==> src/rtl/rot_enc_gen.sv <==
// rot_enc_gen: quadrature rotary-encoder waveform generator.
// Step/direction commands are queued in a small FIFO and each one is played
// out as a full detent (three Gray-coded phases, then rest) on ROT_A/ROT_B.
module rot_enc_gen #(
  parameter int unsigned PHASE_CYCLES = 4,
  parameter int unsigned GAP_CYCLES   = 2,
  parameter int unsigned DEPTH        = 4
) (
  input  logic                           clk,
  input  logic                           rst,
  input  logic                           step_valid,
  input  logic                           step_dir,
  output logic                           step_ready,
  output logic                           ROT_A,
  output logic                           ROT_B,
  output logic                           step_done,
  output logic                           busy,
  output logic [$clog2(DEPTH + 1) - 1:0] pending
);

  localparam int unsigned PEND_W  = $clog2(DEPTH + 1);
  localparam int unsigned PTR_W   = (DEPTH > 1) ? $clog2(DEPTH) : 1;
  localparam int unsigned MAX_CNT = (PHASE_CYCLES > GAP_CYCLES) ? PHASE_CYCLES : GAP_CYCLES;
  localparam int unsigned CNT_W   = (MAX_CNT > 1) ? $clog2(MAX_CNT) : 1;

  localparam logic [CNT_W-1:0]  PH_LOAD  = CNT_W'(PHASE_CYCLES - 1);
  localparam logic [CNT_W-1:0]  GAP_LOAD = CNT_W'(GAP_CYCLES - 1);
  localparam logic [PEND_W-1:0] FULL_CNT = PEND_W'(DEPTH);
  localparam logic [PTR_W-1:0]  LAST_PTR = PTR_W'(DEPTH - 1);

  typedef enum logic [2:0] {
    IDLE = 3'd0,
    PH1  = 3'd1,
    PH2  = 3'd2,
    PH3  = 3'd3,
    GAP  = 3'd4
  } state_t;

  // Command storage (direction bits only); contents need no reset.
  logic mem [DEPTH];

  logic [PTR_W-1:0]  wr_ptr_q, wr_ptr_n;
  logic [PTR_W-1:0]  rd_ptr_q, rd_ptr_n;
  logic [PEND_W-1:0] count_q,  count_n;
  logic              ready_q,  ready_n;

  state_t            state_q,  state_n;
  logic [CNT_W-1:0]  cnt_q,    cnt_n;
  logic              dir_q,    dir_n;
  logic [1:0]        rot_q,    rot_n;
  logic              done_q,   done_n;
  logic              busy_q,   busy_n;

  logic              push;
  logic              pop;
  logic              head_dir;

  // Circular pointer advance that also works for non-power-of-two depths.
  function automatic logic [PTR_W-1:0] ptr_inc(input logic [PTR_W-1:0] p);
    if (p == LAST_PTR) begin
      return '0;
    end
    return p + PTR_W'(1);
  endfunction

  // Quadrature code for phase index 0..2; right leads with A, left with B.
  function automatic logic [1:0] phase_code(input logic dir, input logic [1:0] ph);
    logic [1:0] code;
    code = 2'b00;
    case (ph)
      2'd0:    code = dir ? 2'b10 : 2'b01;
      2'd1:    code = 2'b11;
      2'd2:    code = dir ? 2'b01 : 2'b10;
      default: code = 2'b00;
    endcase
    return code;
  endfunction

  // Handshake and pop qualifiers; ready comes from the registered count only.
  always_comb begin
    push     = step_valid & ready_q;
    pop      = (state_q == IDLE) && (count_q != '0);
    head_dir = mem[rd_ptr_q];
  end

  // FIFO bookkeeping: pointers, occupancy and next-cycle ready.
  always_comb begin
    wr_ptr_n = wr_ptr_q;
    rd_ptr_n = rd_ptr_q;
    count_n  = count_q;
    if (push) begin
      wr_ptr_n = ptr_inc(wr_ptr_q);
    end
    if (pop) begin
      rd_ptr_n = ptr_inc(rd_ptr_q);
    end
    if (push && !pop) begin
      count_n = count_q + PEND_W'(1);
    end else if (pop && !push) begin
      count_n = count_q - PEND_W'(1);
    end
    ready_n = (count_n < FULL_CNT);
  end

  // Detent sequencer: next state, phase counter and registered output codes.
  always_comb begin
    state_n = state_q;
    cnt_n   = cnt_q;
    dir_n   = dir_q;
    rot_n   = rot_q;
    done_n  = 1'b0;
    case (state_q)
      IDLE: begin
        rot_n = 2'b00;
        if (pop) begin
          dir_n   = head_dir;
          rot_n   = phase_code(head_dir, 2'd0);
          cnt_n   = PH_LOAD;
          state_n = PH1;
        end
      end
      PH1: begin
        if (cnt_q != '0) begin
          cnt_n = cnt_q - CNT_W'(1);
        end else begin
          rot_n   = phase_code(dir_q, 2'd1);
          cnt_n   = PH_LOAD;
          state_n = PH2;
        end
      end
      PH2: begin
        if (cnt_q != '0) begin
          cnt_n = cnt_q - CNT_W'(1);
        end else begin
          rot_n   = phase_code(dir_q, 2'd2);
          cnt_n   = PH_LOAD;
          state_n = PH3;
        end
      end
      PH3: begin
        if (cnt_q != '0) begin
          cnt_n = cnt_q - CNT_W'(1);
        end else begin
          rot_n   = 2'b00;
          done_n  = 1'b1;
          cnt_n   = GAP_LOAD;
          state_n = GAP;
        end
      end
      GAP: begin
        if (cnt_q != '0) begin
          cnt_n = cnt_q - CNT_W'(1);
        end else begin
          state_n = IDLE;
        end
      end
      default: begin
        state_n = IDLE;
        cnt_n   = '0;
        rot_n   = 2'b00;
      end
    endcase
    busy_n = (state_n != IDLE) || (count_n != '0);
  end

  // Command storage write port.
  always_ff @(posedge clk) begin
    if (push) begin
      mem[wr_ptr_q] <= step_dir;
    end
  end

  // State and output registers; reset abandons any detent in flight.
  always_ff @(posedge clk) begin
    if (rst) begin
      wr_ptr_q <= '0;
      rd_ptr_q <= '0;
      count_q  <= '0;
      ready_q  <= 1'b1;
      state_q  <= IDLE;
      cnt_q    <= '0;
      dir_q    <= 1'b0;
      rot_q    <= 2'b00;
      done_q   <= 1'b0;
      busy_q   <= 1'b0;
    end else begin
      wr_ptr_q <= wr_ptr_n;
      rd_ptr_q <= rd_ptr_n;
      count_q  <= count_n;
      ready_q  <= ready_n;
      state_q  <= state_n;
      cnt_q    <= cnt_n;
      dir_q    <= dir_n;
      rot_q    <= rot_n;
      done_q   <= done_n;
      busy_q   <= busy_n;
    end
  end

  // Output mapping.
  always_comb begin
    step_ready = ready_q;
    ROT_A      = rot_q[1];
    ROT_B      = rot_q[0];
    step_done  = done_q;
    busy       = busy_q;
    pending    = count_q;
  end

endmodule
==> config.mk <==
export PLATFORM = sky130hd
export DESIGN_NAME = rot_enc_gen
export DESIGN_NICKNAME = d
export VERILOG_FILES = /design/src/rtl/rot_enc_gen.sv
export SDC_FILE = /design/constraint.sdc
export NUM_CORES = 1
export LEC_CHECK = 0
export ABC_AREA = 1
export CAP_MARGIN = 10
export CORE_MARGIN = 2
export CORE_UTILIZATION = 50
export CTS_BUF_LIST = sky130_fd_sc_hd__clkbuf_16
export CTS_CLUSTER_SIZE = 25
export DETAILED_ROUTE_END_ITERATION = 10
export PLACE_DENSITY = 0.73
export SLEW_MARGIN = 20
export SYNTH_ARGS = -nofsm -noshare
export SYNTH_HDL_FRONTEND = slang
export SYNTH_SLANG_ARGS = --single-unit
export TNS_END_PERCENT = 30
==> constraint.sdc <==
create_clock -name clk -period 1.4 [get_ports clk]
set_input_delay 0.28 -clock clk [delete_from_list [all_inputs] [get_ports clk]]
set_output_delay 0.28 -clock clk [all_outputs]
set_load 0.02 [all_outputs]
==> qor.txt, run 1 <==
Largest net degree at the start of global routing: 14
Most common cell after layout, fill and taps aside: nand2_1
Net Sw Power: 1.74 mW
Dpl cell area: 1480 µm²
Crit end category: flip-flop
Vias in the first global route: 954
Post-synthesis sequential area ratio: 0.404
Post-route minimum period: 1.35 ns
Reg area: 528 µm²
Capturing point of the worst reg2reg path: busy
Run status: completed
CTS Buf Count: 3
Achievable Freq: 0.743 GHz
Most used DFF post-synth: dfxtp_1
FP Rows: 18
Final Cycle Share: 0.962
Pwr Total: 4.06 mW
Post-synth EDFFs: 4
Nets: 193
Switching Share: 0.429
Critical Path RT: 1.54 ns
Clock Tree Buf Depth: 2
WL final: 2.44 mm
CP arrival: 1.49 ns
GRT Total Usage: 0.184
Critical R2R Launch: pending[0]
Gate power share: 0.570
Core Region: 2450 µm²
Area growth, synth to finish: 25.2%
Final RePlAce weighted congestion: 0.783
Die Wd: 54.7 µm
RSZ-0062 raised after global routing: true
Max-cap viol count: 0
DRC viols: 0
Hold_sp: rot_q[1]
Cells on worst reg2reg path: 10
Setup CP Type: reg -> reg
Final setup vio count: 0
Fill cells: 220
Starting density of the core: 0.524
Pint: 2.32 mW
Gate Count Post-Synth: 156
Final Max Tran Viols: 0
Final HPWL DP: 1.81 mm
Clock Power Share: 0.151
CTS tree: yes
Final Hold Fails: 0
Worst hold stages: 2
Worst-path fanout max: 7
Worst-path clk slew: 0.06 ns
Ys async rst share: 0
Grt total ovfl: 0
Synth Cell Area: 1290 µm²
DRT Pass-1 Iters: 4
Mapped Nets: 170
PD cells: 2520 nW/µm²
Area occupied by multi-input gates: 679 µm²
Worst-Skew Late Latency: 0.25 ns
Hold Slack: 0.461 ns
Global-route wire length before repair: 3.87 mm
Wire per inst: 11.7 µm
Sequential power share: 0.279
Initial DRC count: 15
Rel. slew slack: 0.740
Hold EP: rot_q[1]
Worst clock skew: 0.00153 ns
Layout cells sized above 1: 0.253
Slew @ Worst Pin: 0.389 ns
Leakage power figure: 0.741 nW
Root Buffer: clkbuf_16
Startpoint types: flip-flop
Most frequent cells in the layout: nand2_1, inv_1, dfxtp_1, a21oi_1, buf_4
Initial antenna violation count: 0
Synthesized area per cell: 8.25 µm²
# diodes: 0
Hold Crit Class: reg -> reg
Die height: 54.7 µm
PortBufs: 11
Yosys warnings: 0
CTS sink cnt: 24
Antenna-violating nets left: 0
Peak supply drop: 1560 µV
Placement Setup Slack: -0.104 ns
Finished Cell Area: 1610 µm²
Setup TNS: 0 ns
Reg2reg setup slack: 0.05 ns
DR vias/cell: 5.16
Via Count: 1,073
H-tree depth: 1
Setup WS post-layout: 0.0534 ns
Distinct cell type count of the synthesized netlist: 31
IO Pins: 12
Die area: 3000 µm²
Seq cells post-synth: 24
## worst max-delay path by stage
stage | startpoint | end | depth (start not counted) | slack (ns)
after detailed placement | step_valid | busy | 8 | -0.10
after floorplan | pending[0] | busy | 10 | 0.0008
final | pending[0] | busy | 10 | 0.05
after global placement | rst | busy | 4 | -0.07
after CTS | pending[0] | busy | 10 | -0.04
after global routing | pending[0] | busy | 10 | -0.03
## flip-flops by register name, summed over array words and instances, names as in the netlist, named ones only
| name | count |
|---|---|
| mem | 4 |
| pending | 3 |
| state_q | 3 |
| cnt_q | 2 |
| rd_ptr_q | 2 |
| rot_q | 2 |
| wr_ptr_q | 2 |
| busy | 1 |
| dir_q | 1 |
| step_done | 1 |
| step_ready | 1 |
## power groups by stage
stage | Combinational, mW | Clock, mW | Sequential (mW)
detailed placement | 2.09 | 0 | 1.14
finish | 2.32 | 0.616 | 1.13
CTS | 2.05 | 0.625 | 1.12
floorplan | 1.44 | 0 | 1.23
global route | 2.58 | 0.653 | 1.16
global placement | 2.04 | 0 | 1.12
## timing repair
action | in CTS | in global routing
endpoints found under the setup margin | 9 | 10
buffers inserted | 0 | 3
pin swaps | 0 | 3
gates resized for setup | 8 | 12
endpoints found under the hold margin | 0 | 0
hold buffers | 0 | 0
gates cloned | 0 | 0
## worst max-delay path, cell delays in order, from the launching register on
cell and delay [ns]:
dfxtp_4 0.36, inv_4 0.04, ha_4 0.15, nand2_4 0.07, nand3_4 0.15, nand2_4 0.13
nand2_2 0.05, nand2_2 0.07, nand2_2 0.05, o21bai_2 0.10, nand3_1 0.07
## area by class of cell
| type | instances | share of cell area |
|---|---|---|
| multi-input combinational | 101 | 0.422 |
| tap | 30 | 0.0233 |
| sequential | 24 | 0.328 |
| clock inverter | 1 | 0.00233 |
| timing repair buffer | 21 | 0.109 |
| inverter | 28 | 0.0699 |
| clock buffer | 3 | 0.0466 |
## cell usage after synthesis (2+ instances only)
library cell | number | share of area
a211oi_1 | 3 | 0.017
a21oi_1 | 10 | 0.039
a21oi_2 | 2 | 0.014
dfxtp_1 | 20 | 0.31
edfxtp_1 | 4 | 0.093
ha_1 | 10 | 0.097
inv_1 | 23 | 0.067
inv_2 | 3 | 0.0087
nand2_1 | 28 | 0.082
nand2_2 | 4 | 0.019
nand3_1 | 9 | 0.035
nand3_2 | 2 | 0.016
nand4_1 | 3 | 0.015
nor2_1 | 8 | 0.023
nor2_4 | 2 | 0.017
nor3_1 | 2 | 0.0078
o211a_1 | 2 | 0.016
o21ai_0 | 5 | 0.019
o21ai_1 | 2 | 0.0078
o21ai_2 | 3 | 0.020
## per-layer routing
metal | global-route usage | share of wire
met1 | 0.218 | 0.43
met2 | 0.329 | 0.54
met3 | 0.0328 | 0.019
met4 | 0.0625 | 0.0090
met5 | 0 | 0
## cell families (layout without fill, tap and decap cells)
| group | Yosys count | count (layout) | share of synthesized area |
|---|---|---|---|
| AO/OA/AOI/OAI | 30 | 30 | 0.155 |
| adder cells (fa/ha/maj) | 10 | 10 | 0.0972 |
| buffers and inverters | 31 | 53 | 0.101 |
| flip-flops | 24 | 24 | 0.404 |
| AND/OR/NAND/NOR | 61 | 61 | 0.242 |
## through the flow
step	std cells	util
after CTS	205	0.630
after global placement	201	0.602
after global routing	208	0.656
final	208	0.656
after floorplan	156	-
after detailed placement	201	0.602
(Power assumes the default switching activity.)
==> run 2: changes to the inputs <==
Settings changed: GPL_TIMING_DRIVEN set to 0.
==> run 2 against run 1 <==
  * Die area unchanged
  * Non-clock buffer count down 2
  * Setup slack worse by 0.0038 ns
  * Utilization down 0.61 points
  * Largest cell class unchanged
  * Flip-flop and latch count unchanged
  * Final cell count down 0.96%
  * Clock-buffer cell count unchanged
  * Critical path type unchanged
==> qor.txt, run 2 (synthesis results as in run 1) <==
GRT Total Usage: 0.200
Achievable Freq: 0.740 GHz
Run status: completed
Fill cells: 222
Final HPWL DP: 1.87 mm
Root Buffer: clkbuf_16
Area growth, synth to finish: 24.0%
Via Count: 1,063
Global-route wire length before repair: 4.24 mm
Nets: 191
Hold Crit Class: reg -> reg
Rel. slew slack: 0.775
Worst-path clk slew: 0.06 ns
Worst-Skew Late Latency: 0.26 ns
CP startpoint: pending[1]
Die area: 3000 µm²
IO Pins: 12
Most common cell after layout, fill and taps aside: nand2_1
Starting density of the core: 0.524
Max-cap viol count: 0
Crit-path cells: inv_2, ha_4, nand2_4, nand3_4, clkinv_4, nand3_2, nand2_1, nand2_1, nand3_2, nand3_1
Grt total ovfl: 0
Crit end category: flip-flop
Critical R2R Launch: pending[1]
Area occupied by multi-input gates: 677 µm²
Peak supply drop: 1680 µV
Layout cells sized above 1: 0.244
Setup TNS: 0 ns
DR vias/cell: 5.16
CTS tree: yes
Clock Tree Buf Depth: 2
Setup CP Type: reg -> reg
WL final: 2.57 mm
Die height: 54.7 µm
Slowest cell on crit path: dfxtp_4
Pwr Total: 4.04 mW
Wire per inst: 12.5 µm
Vias in the first global route: 1,041
# diodes: 0
PD cells: 2530 nW/µm²
DRC viols: 0
CTS Buf Count: 3
Initial antenna violation count: 0
Slew @ Worst Pin: 0.333 ns
Critical Path RT: 1.54 ns
Final Cycle Share: 0.965
Final Max Tran Viols: 0
Final Hold Fails: 0
Antenna-violating nets left: 0
Cells on worst reg2reg path: 10
Reg area: 528 µm²
Reg with most FFs: mem
Core Region: 2450 µm²
Startpoint types: flip-flop
RSZ-0062 raised after global routing: true
Final RePlAce weighted congestion: 0.797
CTS hold repair buffers: 0
Setup crit end: busy
Critical path depth: 10
H-tree depth: 1
Die Wd: 54.7 µm
DRT Pass-1 Iters: 4
Largest register FFs: 4
PortBufs: 11
Critical path's largest stage delay: 0.36 ns
Final setup vio count: 0
Capturing point of the worst reg2reg path: busy
Worst-path fanout max: 7
Worst path top cell family by delay: simple AND/OR/NAND/NOR gates
Most frequent cells in the layout: nand2_1, inv_1, dfxtp_1, a21oi_1
Largest net degree at the start of global routing: 14
Leakage power figure: 0.736 nW
Post-route minimum period: 1.35 ns
Hold Slack: 0.461 ns
Worst clock skew: 0.00372 ns
CTS sink cnt: 24
Worst hold stages: 2
CP arrival: 1.49 ns
Initial DRC count: 17
Reg2reg setup slack: 0.05 ns
FP Rows: 18
Buf/Inv on CP: 2
[run 2: worst reg2reg max path, delay by kind of cell, from the launching register on]
kind / cells / cell delay, ns
buf+inv: 2 / 0.15
flops: 1 / 0.36
fa+ha+maj: 1 / 0.16
simple gates: 7 / 0.58
[run 2: repair_timing]
| item | CTS | global route |
|---|---|---|
| setup buffers | 5 | 0 |
| pin swaps | 6 | 5 |
| cloned | 0 | 0 |
| gates resized for setup | 14 | 9 |
| setup endpoints to repair | 11 | 12 |
[run 2: final cells by class]
| class | instances | area share |
|---|---|---|
| Clock buffer | 3 | 0.0470 |
| Multi-Input combinational cell | 101 | 0.424 |
| Clock inverter | 1 | 0.00235 |
| Inverter | 28 | 0.0690 |
| Timing Repair Buffer | 16 | 0.0862 |
| Sequential cell | 24 | 0.331 |
| Tap cell | 30 | 0.0235 |
| Buffer | 3 | 0.0172 |
[run 2: where the power goes]
part | internal [mW] | leakage [nW] | switching (mW)
clock | 0.381 | 0.0423 | 0.229
combinational | 0.946 | 0.491 | 1.36
sequential | 0.962 | 0.203 | 0.168
total | 2.29 | 0.736 | 1.75
[run 2: metal layers]
metal	vias up	part of all wire	GRT usage
met3	4	0.017	0.0328
li1	548	-	-
met4	0	0.011	0.0833
met5	-	0	0
met2	9	0.56	0.385
met1	502	0.42	0.209
[run 2: worst min-delay path by stage]
stage / slack (ns) / end / from
finish: 0.46 / rot_q[1] / rot_q[1]
global route: 0.48 / rot_q[1] / rot_q[1]
floorplan: 0.36 / dir_q / rst
CTS: 0.46 / rot_q[1] / rot_q[1]
global placement: 0.45 / rot_q[1] / rot_q[1]
detailed placement: 0.46 / rot_q[1] / rot_q[1]
[run 2: through the flow]
step                utilization  cell area, µm²  std cells  setup WS [ns]
CTS                       0.639            1570        206        -0.0199
global placement          0.589            1450        197         -0.290
global route              0.650            1600        206        -0.0378
detailed placement        0.589            1450        197         -0.325
floorplan                     -            1300        156       0.000847
finish                    0.650            1600        206         0.0495
==> run 3: changes to the inputs <==
Settings changed: ABC_CLOCK_PERIOD_IN_PS set to 1400, CORE_UTILIZATION 50 to 55, DONT_BUFFER_PORTS set to 1, PLACE_DENSITY 0.73 to 0.72.
==> run 3 against run 2 <==
  * The run now ends with negative setup slack left
  * Combinational power fell by 10%
  * Total power decreased by 1.9%
  * Final cell count fell by 6.3%
  * Sequential share of layout area rose by 2.4 points
  * Die area fell by 8.5%
  * Wire length shrank 4.7%
  * Maximum frequency is 5.8% lower
  * Clock-buffer cell count did not move
  * Sequential power is 14% higher
  * Flip-flop and latch count did not move
  * Via count decreased by 5.3%
  * Highest routed layer unchanged
==> qor.txt, run 3 (synthesis results as in run 1) <==
CP arrival: 1.58 ns
WL met3: 80 µm
Final HPWL DP: 1.73 mm
PD cells: 2650 nW/µm²
CTS tree: yes
Antenna-violating nets left: 0
Worst clock skew: 0.00275 ns
Final Cycle Share: 1.02
Die height: 52.4 µm
Initial antenna violation count: 0
Cells on worst reg2reg path: 10
Met2 wire length: 1.27 mm
Met1 WL: 1.06 mm
Wire per inst: 12.7 µm
Leakage power figure: 0.663 nW
Final Hold Fails: 0
Clock Tree Buf Depth: 2
Worst-path fanout max: 7
Run status: finished, violations left
CTS sink cnt: 24
Largest register FFs: 4
Startpoint types: flip-flop
Die area: 2740 µm²
Peak supply drop: 1930 µV
Max layer used: met4
Worst hold stages: 1
Placement Setup Slack: -0.161 ns
Final Max Tran Viols: 0
Reg2reg setup slack: -0.03 ns
Crit end category: flip-flop
Setup WS post-layout: -0.0334 ns
Capturing point of the worst reg2reg path: busy
Hold EP: wr_ptr_q[0]
Crit-path most repeated cell: nand2_2
Critical R2R Launch: pending[0]
Reg with most FFs: mem
CTS Buf Count: 3
Final RePlAce weighted congestion: 0.751
Critical Path RT: 1.54 ns
Worst-Skew Late Latency: 0.26 ns
Rel. slew slack: 0.649
Achievable Freq: 0.698 GHz
DP Cell Count: 184
FP Rows: 17
Via Count: 1,007
Critical path's largest stage delay: 0.41 ns
Slew @ Worst Pin: 0.527 ns
DRT Pass-1 Iters: 4
RSZ-0062 raised after global routing: true
Nets: 180
IO Pins: 12
Setup CP Type: reg -> reg
Post-route minimum period: 1.43 ns
Root Buffer: clkbuf_16
Hold_sp: rst
Core Region: 2210 µm²
CTS hold repair buffers: 0
Global-route wire length before repair: 4.15 mm
Vias in the first global route: 990
Setup TNS: -0.0334 ns
Slowest cell on crit path: dfxtp_4
WL final: 2.45 mm
Worst-path clk slew: 0.06 ns
Hold Crit Class: in -> reg
Final setup vio count: 1
DR vias/cell: 5.22
Most common cell after layout, fill and taps aside: nand2_1
Failing checks: negative setup slack
Area growth, synth to finish: 16.2%
Final Core Density: 0.676
Initial DRC count: 9
PortBufs: 0
Crit-path cells: inv_4, ha_4, nand2_4, nand3_4, nand2_4, nand2_2, nand2_2, nand2_2, o21bai_4, nand3_1
Grt total ovfl: 0
Starting density of the core: 0.582
H-tree depth: 1
Non-Filler Instances: 193
# diodes: 0
Most frequent cells in the layout: nand2_1, inv_1, dfxtp_1, a21oi_1, nand3_1
Fill cells: 184
DRC viols: 0
Layout cells sized above 1: 0.267
Max-cap viol count: 0
GRT Total Usage: 0.211
Largest net degree at the start of global routing: 14
Die Wd: 52.4 µm
run 3: worst max-delay path by stage:
stage	start	endpoint	slack (ns)	cells after the start
6_report	pending[0]	busy	-0.03	10
5_1_grt	pending[0]	busy	-0.09	10
4_1_cts	pending[0]	busy	-0.02	10
3_5_place_dp	pending[0]	busy	-0.16	10
3_3_place_gp	pending[0]	busy	-0.08	10
2_1_floorplan	pending[0]	busy	0.0008	10
run 3: what timing repair did:
| item | CTS | global route |
|---|---|---|
| resized for setup | 10 | 6 |
| pin swaps | 3 | 1 |
| endpoints found under the setup margin | 7 | 6 |
| setup buffers | 3 | 2 |
run 3: metal layers:
metal	vias up	global-route usage
li1	527	-
met5	-	0
met2	19	0.365
met1	456	0.231
met4	0	0.103
met3	5	0.0657
run 3: critical path, delay by kind of cell, from the launching register on:
family	cells	cell delay [ns]
AO/OA/AOI/OAI	1	0.11
adder cells (fa/ha/maj)	1	0.16
buffers and inverters	1	0.06
flip-flops	1	0.41
AND/OR/NAND/NOR	7	0.59
run 3: layout make-up:
cell class / count / area, µm² / share of cell area
sequential: 24 / 531 / 0.355
timing repair buffer: 5 / 37.5 / 0.0251
tap: 28 / 35.0 / 0.0234
buffer: 3 / 22.5 / 0.0151
clock inverter: 1 / 3.75 / 0.00251
inverter: 28 / 115 / 0.0769
clock buffer: 3 / 75.1 / 0.0502
multi-input combinational: 101 / 677 / 0.452
run 3: report_power, final:
| part | internal [mW] | switching [mW] | total (mW) | leakage (nW) |
|---|---|---|---|---|
| Combinational | 0.855 | 1.21 | 2.06 | 0.422 |
| Clock | 0.382 | 0.236 | 0.618 | 0.0385 |
| Sequential | 0.971 | 0.314 | 1.29 | 0.203 |
run 3: stage by stage:
stage	hold slack (ns)	power (mW)	instance area [µm²]
floorplan	0.358	2.67	1300
global placement	0.361	2.89	1330
detailed placement	0.361	2.97	1330
CTS	0.0880	3.82	1460
global route	0.0884	4.28	1500
finish	0.0925	3.97	1500
